[src/rtl/seq_divider16by8_if.sv]
// ----------------------------------------------------------------------------
// seq_divider16by8_if
//   Handshake bundle for the 16-by-8 sequential divider.
//   Operand side : in_valid / in_ready / dividend / divisor
//   Result side  : out_valid / out_ready / quotient / remainder / div_by_zero
//   master : the producer/consumer talking to the divider
//   slave  : the divider itself
// ----------------------------------------------------------------------------
interface seq_divider16by8_if #(
  parameter int DW = 16,
  parameter int VW = 8
);
  logic          in_valid;
  logic          in_ready;
  logic [DW-1:0] dividend;
  logic [VW-1:0] divisor;
  logic          out_valid;
  logic          out_ready;
  logic [DW-1:0] quotient;
  logic [VW-1:0] remainder;
  logic          div_by_zero;

  modport master (
    output in_valid, dividend, divisor, out_ready,
    input  in_ready, out_valid, quotient, remainder, div_by_zero
  );

  modport slave (
    input  in_valid, dividend, divisor, out_ready,
    output in_ready, out_valid, quotient, remainder, div_by_zero
  );
endinterface

[src/rtl/seq_divider16by8.sv]
// ----------------------------------------------------------------------------
// seq_divider16by8
//   Radix-2 restoring divider: unsigned DW-bit dividend / VW-bit divisor,
//   one quotient bit per clock. A divisor of zero skips the iterations and
//   returns quotient = all ones, remainder = dividend[VW-1:0], div_by_zero = 1.
// Ports
//   clk   : rising-edge clock
//   rst_n : asynchronous active-low reset
//   bus   : slave side of seq_divider16by8_if (operand and result handshakes)
// All interface outputs come straight from flops.
// ----------------------------------------------------------------------------
module seq_divider16by8 #(
  parameter int DW = 16,
  parameter int VW = 8
) (
  input logic               clk,
  input logic               rst_n,
  seq_divider16by8_if.slave bus
);
  localparam int CW = $clog2(DW);

  typedef enum logic [1:0] {
    IDLE = 2'd0,
    BUSY = 2'd1,
    DONE = 2'd2
  } state_e;

  state_e        state_q, state_d;
  logic [VW:0]   rem_q, rem_d;        // partial remainder, MSB is the trial sign
  logic [DW-1:0] quo_q, quo_d;        // dividend shifts out, quotient shifts in
  logic [VW-1:0] dvs_q, dvs_d;
  logic [CW-1:0] cnt_q, cnt_d;
  logic          in_ready_q, in_ready_d;
  logic          out_valid_q, out_valid_d;
  logic [DW-1:0] quotient_q, quotient_d;
  logic [VW-1:0] remainder_q, remainder_d;
  logic          dbz_q, dbz_d;

  logic          accept_s;
  logic          take_s;
  logic          last_s;
  logic [VW:0]   shift_s;
  logic [VW:0]   trial_s;
  logic          qbit_s;
  logic [VW:0]   rem_next_s;
  logic [DW-1:0] quo_next_s;

  assign accept_s = bus.in_valid && in_ready_q;
  assign take_s   = out_valid_q && bus.out_ready;
  assign last_s   = (cnt_q == CW'(DW - 1));

  // One restoring step. The remainder is always below the divisor, so the
  // shifted value fits in VW+1 bits and the trial MSB is a clean sign bit.
  assign shift_s    = (rem_q << 1) | {{VW{1'b0}}, quo_q[DW-1]};
  assign trial_s    = shift_s - {1'b0, dvs_q};
  assign qbit_s     = ~trial_s[VW];
  assign rem_next_s = qbit_s ? trial_s : shift_s;
  assign quo_next_s = {quo_q[DW-2:0], qbit_s};

  // FSM state register
  always_ff @(posedge clk or negedge rst_n) begin
    if (!rst_n) begin
      state_q <= IDLE;
    end else begin
      state_q <= state_d;
    end
  end

  // FSM next-state logic
  always_comb begin
    state_d = state_q;
    case (state_q)
      IDLE: begin
        if (accept_s) begin
          state_d = (bus.divisor == '0) ? DONE : BUSY;
        end else begin
          state_d = IDLE;
        end
      end
      BUSY: begin
        if (last_s) begin
          state_d = DONE;
        end else begin
          state_d = BUSY;
        end
      end
      DONE: begin
        if (take_s) begin
          state_d = IDLE;
        end else begin
          state_d = DONE;
        end
      end
      default: state_d = IDLE;
    endcase
  end

  // FSM output and datapath next-value logic
  always_comb begin
    rem_d       = rem_q;
    quo_d       = quo_q;
    dvs_d       = dvs_q;
    cnt_d       = cnt_q;
    out_valid_d = out_valid_q;
    quotient_d  = quotient_q;
    remainder_d = remainder_q;
    dbz_d       = dbz_q;
    in_ready_d  = (state_d == IDLE);
    case (state_q)
      IDLE: begin
        if (accept_s) begin
          quo_d = bus.dividend;
          dvs_d = bus.divisor;
          rem_d = '0;
          cnt_d = '0;
          dbz_d = 1'b0;
        end else begin
          cnt_d = cnt_q;
        end
      end
      BUSY: begin
        rem_d = rem_next_s;
        quo_d = quo_next_s;
        cnt_d = cnt_q + CW'(1);
        if (last_s) begin
          out_valid_d = 1'b1;
          quotient_d  = quo_next_s;
          remainder_d = rem_next_s[VW-1:0];
          dbz_d       = 1'b0;
        end else begin
          out_valid_d = 1'b0;
        end
      end
      DONE: begin
        if (take_s) begin
          out_valid_d = 1'b0;
        end else if (!out_valid_q) begin
          // Only a zero divisor enters DONE without a result: publish it one
          // cycle after the accept, from the still-unshifted dividend.
          out_valid_d = 1'b1;
          quotient_d  = '1;
          remainder_d = quo_q[VW-1:0];
          dbz_d       = 1'b1;
        end else begin
          out_valid_d = 1'b1;
        end
      end
      default: begin
        out_valid_d = 1'b0;
      end
    endcase
  end

  // Datapath and registered output flops
  always_ff @(posedge clk or negedge rst_n) begin
    if (!rst_n) begin
      rem_q       <= '0;
      quo_q       <= '0;
      dvs_q       <= '0;
      cnt_q       <= '0;
      in_ready_q  <= 1'b0;
      out_valid_q <= 1'b0;
      quotient_q  <= '0;
      remainder_q <= '0;
      dbz_q       <= 1'b0;
    end else begin
      rem_q       <= rem_d;
      quo_q       <= quo_d;
      dvs_q       <= dvs_d;
      cnt_q       <= cnt_d;
      in_ready_q  <= in_ready_d;
      out_valid_q <= out_valid_d;
      quotient_q  <= quotient_d;
      remainder_q <= remainder_d;
      dbz_q       <= dbz_d;
    end
  end

  assign bus.in_ready    = in_ready_q;
  assign bus.out_valid   = out_valid_q;
  assign bus.quotient    = quotient_q;
  assign bus.remainder   = remainder_q;
  assign bus.div_by_zero = dbz_q;

endmodule

[src/flat_wrapper.sv]
// flat-port wrapper written by rule: the top's interface ports become plain ports
module seq_divider16by8_flat 
#(
  parameter int DW = 16,
  parameter int VW = 8
)
  (clk, rst_n, bus_in_valid, bus_dividend, bus_divisor, bus_out_ready, bus_in_ready, bus_out_valid, bus_quotient, bus_remainder, bus_div_by_zero);
  seq_divider16by8_if #(.DW(DW), .VW(VW)) bus_i ();
  input logic clk;
  input logic rst_n;
  input wire logic [$bits(bus_i.in_valid)-1:0] bus_in_valid;
  input wire logic [$bits(bus_i.dividend)-1:0] bus_dividend;
  input wire logic [$bits(bus_i.divisor)-1:0] bus_divisor;
  input wire logic [$bits(bus_i.out_ready)-1:0] bus_out_ready;
  output wire logic [$bits(bus_i.in_ready)-1:0] bus_in_ready;
  output wire logic [$bits(bus_i.out_valid)-1:0] bus_out_valid;
  output wire logic [$bits(bus_i.quotient)-1:0] bus_quotient;
  output wire logic [$bits(bus_i.remainder)-1:0] bus_remainder;
  output wire logic [$bits(bus_i.div_by_zero)-1:0] bus_div_by_zero;
  assign bus_i.in_valid = bus_in_valid;
  assign bus_i.dividend = bus_dividend;
  assign bus_i.divisor = bus_divisor;
  assign bus_i.out_ready = bus_out_ready;
  assign bus_in_ready = bus_i.in_ready;
  assign bus_out_valid = bus_i.out_valid;
  assign bus_quotient = bus_i.quotient;
  assign bus_remainder = bus_i.remainder;
  assign bus_div_by_zero = bus_i.div_by_zero;
  seq_divider16by8 #(.DW(DW), .VW(VW)) u_core (.clk(clk), .rst_n(rst_n), .bus(bus_i));
endmodule
[config.mk]
export PLATFORM = sky130hd
export DESIGN_NAME = seq_divider16by8_flat
export DESIGN_NICKNAME = d
export VERILOG_FILES = /design/src/rtl/seq_divider16by8_if.sv /design/src/rtl/seq_divider16by8.sv /design/src/flat_wrapper.sv
export SDC_FILE = /design/constraint.sdc
export NUM_CORES = 1
export LEC_CHECK = 0
export ABC_CLOCK_PERIOD_IN_PS = 5050
export CAP_MARGIN = 20
export CORE_MARGIN = 5
export CORE_UTILIZATION = 50
export CTS_CLUSTER_DIAMETER = 100
export CTS_CLUSTER_SIZE = 14
export DETAILED_ROUTE_END_ITERATION = 10
export GPL_ROUTABILITY_DRIVEN = 1
export GPL_TIMING_DRIVEN = 0
export PLACE_DENSITY_LB_ADDON = 0.1
export SYNTH_ARGS = -nofsm -noshare
export SYNTH_HDL_FRONTEND = slang
export SYNTH_SLANG_ARGS = --single-unit
[constraint.sdc]
create_clock -name clk -period 5.05 [get_ports clk]
set_input_delay 1.01 -clock clk [delete_from_list [all_inputs] [get_ports clk]]
set_output_delay 1.01 -clock clk [all_outputs]
set_load 0.01 [all_outputs]
# == Yosys cells after proc, flatten, opt, wreduce, memory -nomap -nowiden ==
# Index checks and enable logic that the tools add are counted.
# op_classes
eq_ne,7
n_addsub,2
n_mux,28
bitwise,2
reduce_logical,12
# op_table
op,count
$mux W16,4
$pmux W16 S2,2
$mux W8,5
$pmux W8 S2,2
$or A9 B1 Y9,1
$sub A9 B8 Y9,1
$logic_not A8 Y1,1
$mux W2,4
$pmux W4 S2,1
$mux W1,6
$pmux W1 S3,2
$pmux W2 S3,1
$reduce_and A5 Y1,1
$add A4 B1 Y4 const B,1
$eq A4 B4 Y1 const B,1
$logic_not A2 Y1,2
$mux W4,1
$ne A2 B1 Y1 const B,2
$ne A2 B2 Y1 const B,2
$reduce_and A2 Y1,2
$reduce_and A4 Y1,1
$reduce_bool A2 Y1,2
$reduce_bool A3 Y1,1
$eq A2 B1 Y1 const B,1
3 further kinds,4
# word_totals
out_inout_bits,27
inputBits,28
ff_bits,65
word_cells,61

# == Logic depth before layout (Yosys ltp) ==
# logic_depth
ltp_word,5
depth_mapped,10
mapped_depth_nobuf,10

# == Worst setup path before layout ==
# Ideal clock, no wire load.
# synth_path
kind,register -> register
startpoint,register u_core.quo_q[15]
endpoint,register u_core.rem_q[7]
arrival_ps,2217
setup_slack_ps,2702
n_path_buf,0
setup_ps,131
required_ps,4919
stages_incl_launch_ff,11
period_less_slack_ps,2348
path_cell_list,dfrtp_1 inv_1 ha_1 inv_1 fa_1 a211oi_2 nor3_1 a31o_4 or2_4 a2111oi_4 o31ai_1
# synth_via
elab_chain_len,4
# synth_rtl
item,line,text
from (decl),seq_divider16by8.sv:30,"logic [DW-1:0] quo_q, quo_d;"
from (signal assigned),seq_divider16by8.sv:168,quo_q <= quo_d;
$or A9 B1 Y9,seq_divider16by8.sv:54,"assign shift_s = (rem_q << 1) | {{VW{1'b0}}, quo_q[DW-1]};"
$sub A9 B8 Y9,seq_divider16by8.sv:55,"assign trial_s = shift_s - {1'b0, dvs_q};"
$mux W8,seq_divider16by8.sv:57,assign rem_next_s = qbit_s ? trial_s : shift_s;
$pmux W8 S2,seq_divider16by8.sv:109,case (state_q)
to (signal assigned),seq_divider16by8.sv:167,rem_q <= rem_d;
to (decl),seq_divider16by8.sv:29,"logic [VW:0] rem_q, rem_d;"
# No other way between the ends.
# A chain may end at the register's enable or synchronous reset.

# == Worst setup path after layout ==
# layout_path
startpoint,input bus_in_valid
endpoint,register u_core.rem_q[5]
# layout_via
elab_chain_len,3
# layout_rtl
item,line,text
from (decl),flat_wrapper.sv:11,input wire logic [$bits(bus_i.in_valid)-1:0] bus_in_valid;
$logic_and A1 B1 Y1,seq_divider16by8.sv:48,assign accept_s = bus.in_valid && in_ready_q;
$ne A2 B1 Y1 (no line),n/a,
$reduce_and A2 Y1 (no line),n/a,
# No other way between the ends.

==> results.cfg <==
[critical_path]
cp-end-kind = flop
critical_path_required_ps = 5260
path_class = input port to flop
reg2reg_to = u_core.rem_q[6]
cp_max_fo = 10
worstRegToRegCells = 10
reg2reg_slack_ps = 2390
r2r_start = u_core.quo_q[15]
arrival_ps = 2880
critPathLaunchType = input port

[drt]
routed_via_density = 5.61
drt_wl_total_um = 9510
ant_nets = 0
drcViolationCount = 0
route.detailed.wl_per_inst_um = 16.6
vias = 3207
drt_pre_antenna_iters = 5
drt_iter0_markers = 171

[min_path]
hp-class = flop to flop
min_path_cells = 1
hold_end = u_core.bus.div_by_zero
worstHoldStart = u_core.bus.div_by_zero

[sta]
hold-worst-slack_ps = 512
rsz0062_at_grt = false
clock_skew_ps = 12.5
setup-tns-final_ps = 0
slew_headroom = 0.445
max_freq_mhz = 375
period_needed_ps = 2670
worstMarginPinSlew_ps = 833
drv_slew = 0
finalCritPeriodShare = 0.529
hold_viol = 0
setup_viol = 0

[die]
start_util = 0.506
rows = 31
num_io_pins = 55
die-area_um2 = 9070
core_um2 = 7180
die_y_um = 95.2
die_x_um = 95.2

[grt]
grt_pass1_vias = 3191
grt_max_degree = 66
track_usage = 0.226
overflow = 0
grt_antenna_before_repair = 0
grt_pass1_wl_um = 15600

[synthesis]
netlist_area_um2 = 3630
syn_area_per_cell_um2 = 9.02
synth_ff_type = dfrtp_1
ys_ff_latch = 65
yosysUniqueCellTypes = 50
synth_fp_nets = 445
yosysSeqAreaShare = 0.448
synth_edf_count = 0
async_flop_share = 1.00
synth_warnings = 0
netlist_instances = 403

[finish]
stdcell_count = 572
layout-drive-gt1-share = 0.0634
fin_util = 0.629
final_common_cell = dfrtp_1
area_delta_synth_final_pct = 24.2
final_nets = 510
layout_common_cells = dfrtp_1, nand2_1, clkdlybuf4s50_1
insertedDiodeCount = 0

[clock_network]
postCtsSetupRepairBufs = 0
cts_made_buffers = 9
path_clk_slew_ps = 70
clockBufferDepth = 2
ctsResizeCount = 0
cts_root_buf = clkbuf_8
ctsHoldBuffers = 0
cts_tree = done
cts_max_level = 3
clk_latency_ps = 340
cts.sinks = 65

[placement]
routabilityCongestion = 0.849
dp.cells = 556
dp_hpwl_um = 7000
port_buffers = 54

[pwr]
vdd_drop_max_uv = 354
power.density_nw_per_um2 = 841
power.total_mw = 3.80
p_leak_nw = 1.97

[flow_run]
cap_violations = 0

[outcome]
status = finished clean
logic make-up (layout without fill, tap and decap cells):
| logic type | count (synthesis) | count (layout) | synth area share |
|---|---|---|---|
| mux | 24 | 24 | 0.0668 |
| xor+xnor | 3 | 3 | 0.00723 |
| simple gates | 132 | 132 | 0.162 |
| buf+inv | 39 | 109 | 0.0406 |
| compound gates | 126 | 126 | 0.226 |
| flops | 65 | 65 | 0.448 |
| fa+ha+maj | 14 | 14 | 0.0503 |
registers in the layout (all words and copies together) (netlist names):
register	flops
u_core.quo_q	16
u_core.rem_q	8
u_core.bus.in_ready	1
u_core.bus.remainder	8
u_core.bus.out_valid	1
u_core.dvs_q	8
u_core.state_q	2
u_core.bus.quotient	16
u_core.bus.div_by_zero	1
u_core.cnt_q	4
cell usage after synthesis, types with 2 or more instances:
master     n  area [um2]
a21oi_1   34         170
a221oi_1   2        17.5
a22o_1     2        17.5
a22oi_1    2        15.0
a31oi_1    3        18.8
and3_1     3        18.8
clkbuf_1  19        71.3
dfrtp_1   65        1630
ha_1      13         163
inv_1     18        67.6
mux2_2     2        22.5
mux2i_1   22         220
nand2_1   54         203
nand3_1    6        30.0
nand3b_1   4        30.0
nor2_1    43         161
nor2b_1    2        12.5
nor3_1     5        25.0
nor4_1     3        18.8
o21a_1     2        15.0
o21ai_0   38         190
o21ai_1    8        40.0
o22a_1    15         131
o31ai_1    3        22.5
o31ai_2    2        25.0
o32ai_1    3        26.3
or2_2      2        12.5
or3_1      4        25.0
xnor2_1    3        26.3
per-stage QoR:
stage	area [um2]	worst slack (ps)
finish	4510	2380
global route	4510	2190
CTS	4510	2400
detailed placement	4300	2040
global placement	4300	747
floorplan	3630	2700
per-layer routing:
metal,GRT usage,up-vias,share of wire
met3,0.0355,18,0.038
met5,0,-,0
met4,0.0829,0,0.017
met2,0.377,84,0.50
li1,-,1560,-
met1,0.296,1545,0.45
report_power, final:
part,leakage [nW],switching (mW),total (mW),internal [mW]
registers,0.795,0.219,1.01,0.789
clock network,0.109,0.215,0.492,0.278
logic,1.07,1.30,2.30,0.997
total,1.97,1.73,3.80,2.06
layout make-up:
type,count,area (um2)
Fill cell,616,2660
Multi-Input combinational cell,299,1860
Sequential cell,65,1630
Timing Repair Buffer,54,538
Clock buffer,9,124
Tap cell,99,124
Clock inverter,7,95.1
Buffer,21,80.1
Inverter,18,67.6
worst max path at each step:
| stage | slack (ps) | endpoint | startpoint | cells after the start |
|---|---|---|---|---|
| CTS | 2400 | u_core.rem_q[6] | u_core.quo_q[15] | 10 |
| detailed placement | 2040 | u_core.rem_q[5] | bus_in_valid | 7 |
| finish | 2380 | u_core.rem_q[5] | bus_in_valid | 7 |
| global route | 2190 | u_core.rem_q[1] | bus_in_valid | 7 |
| floorplan | 2700 | u_core.rem_q[7] | u_core.quo_q[15] | 10 |
| global placement | 750 | u_core.bus.quotient[3] | rst_n | 1 |
critical path: stages:
cell and delay (ps):
clkdlybuf4s50_1 480, nand2_1 140, nor2_1 470, a21oi_1 200, clkbuf_1 290, a32oi_1 210, o21ai_1 80
No activity file was read; power rests on OpenSTA's default activity.
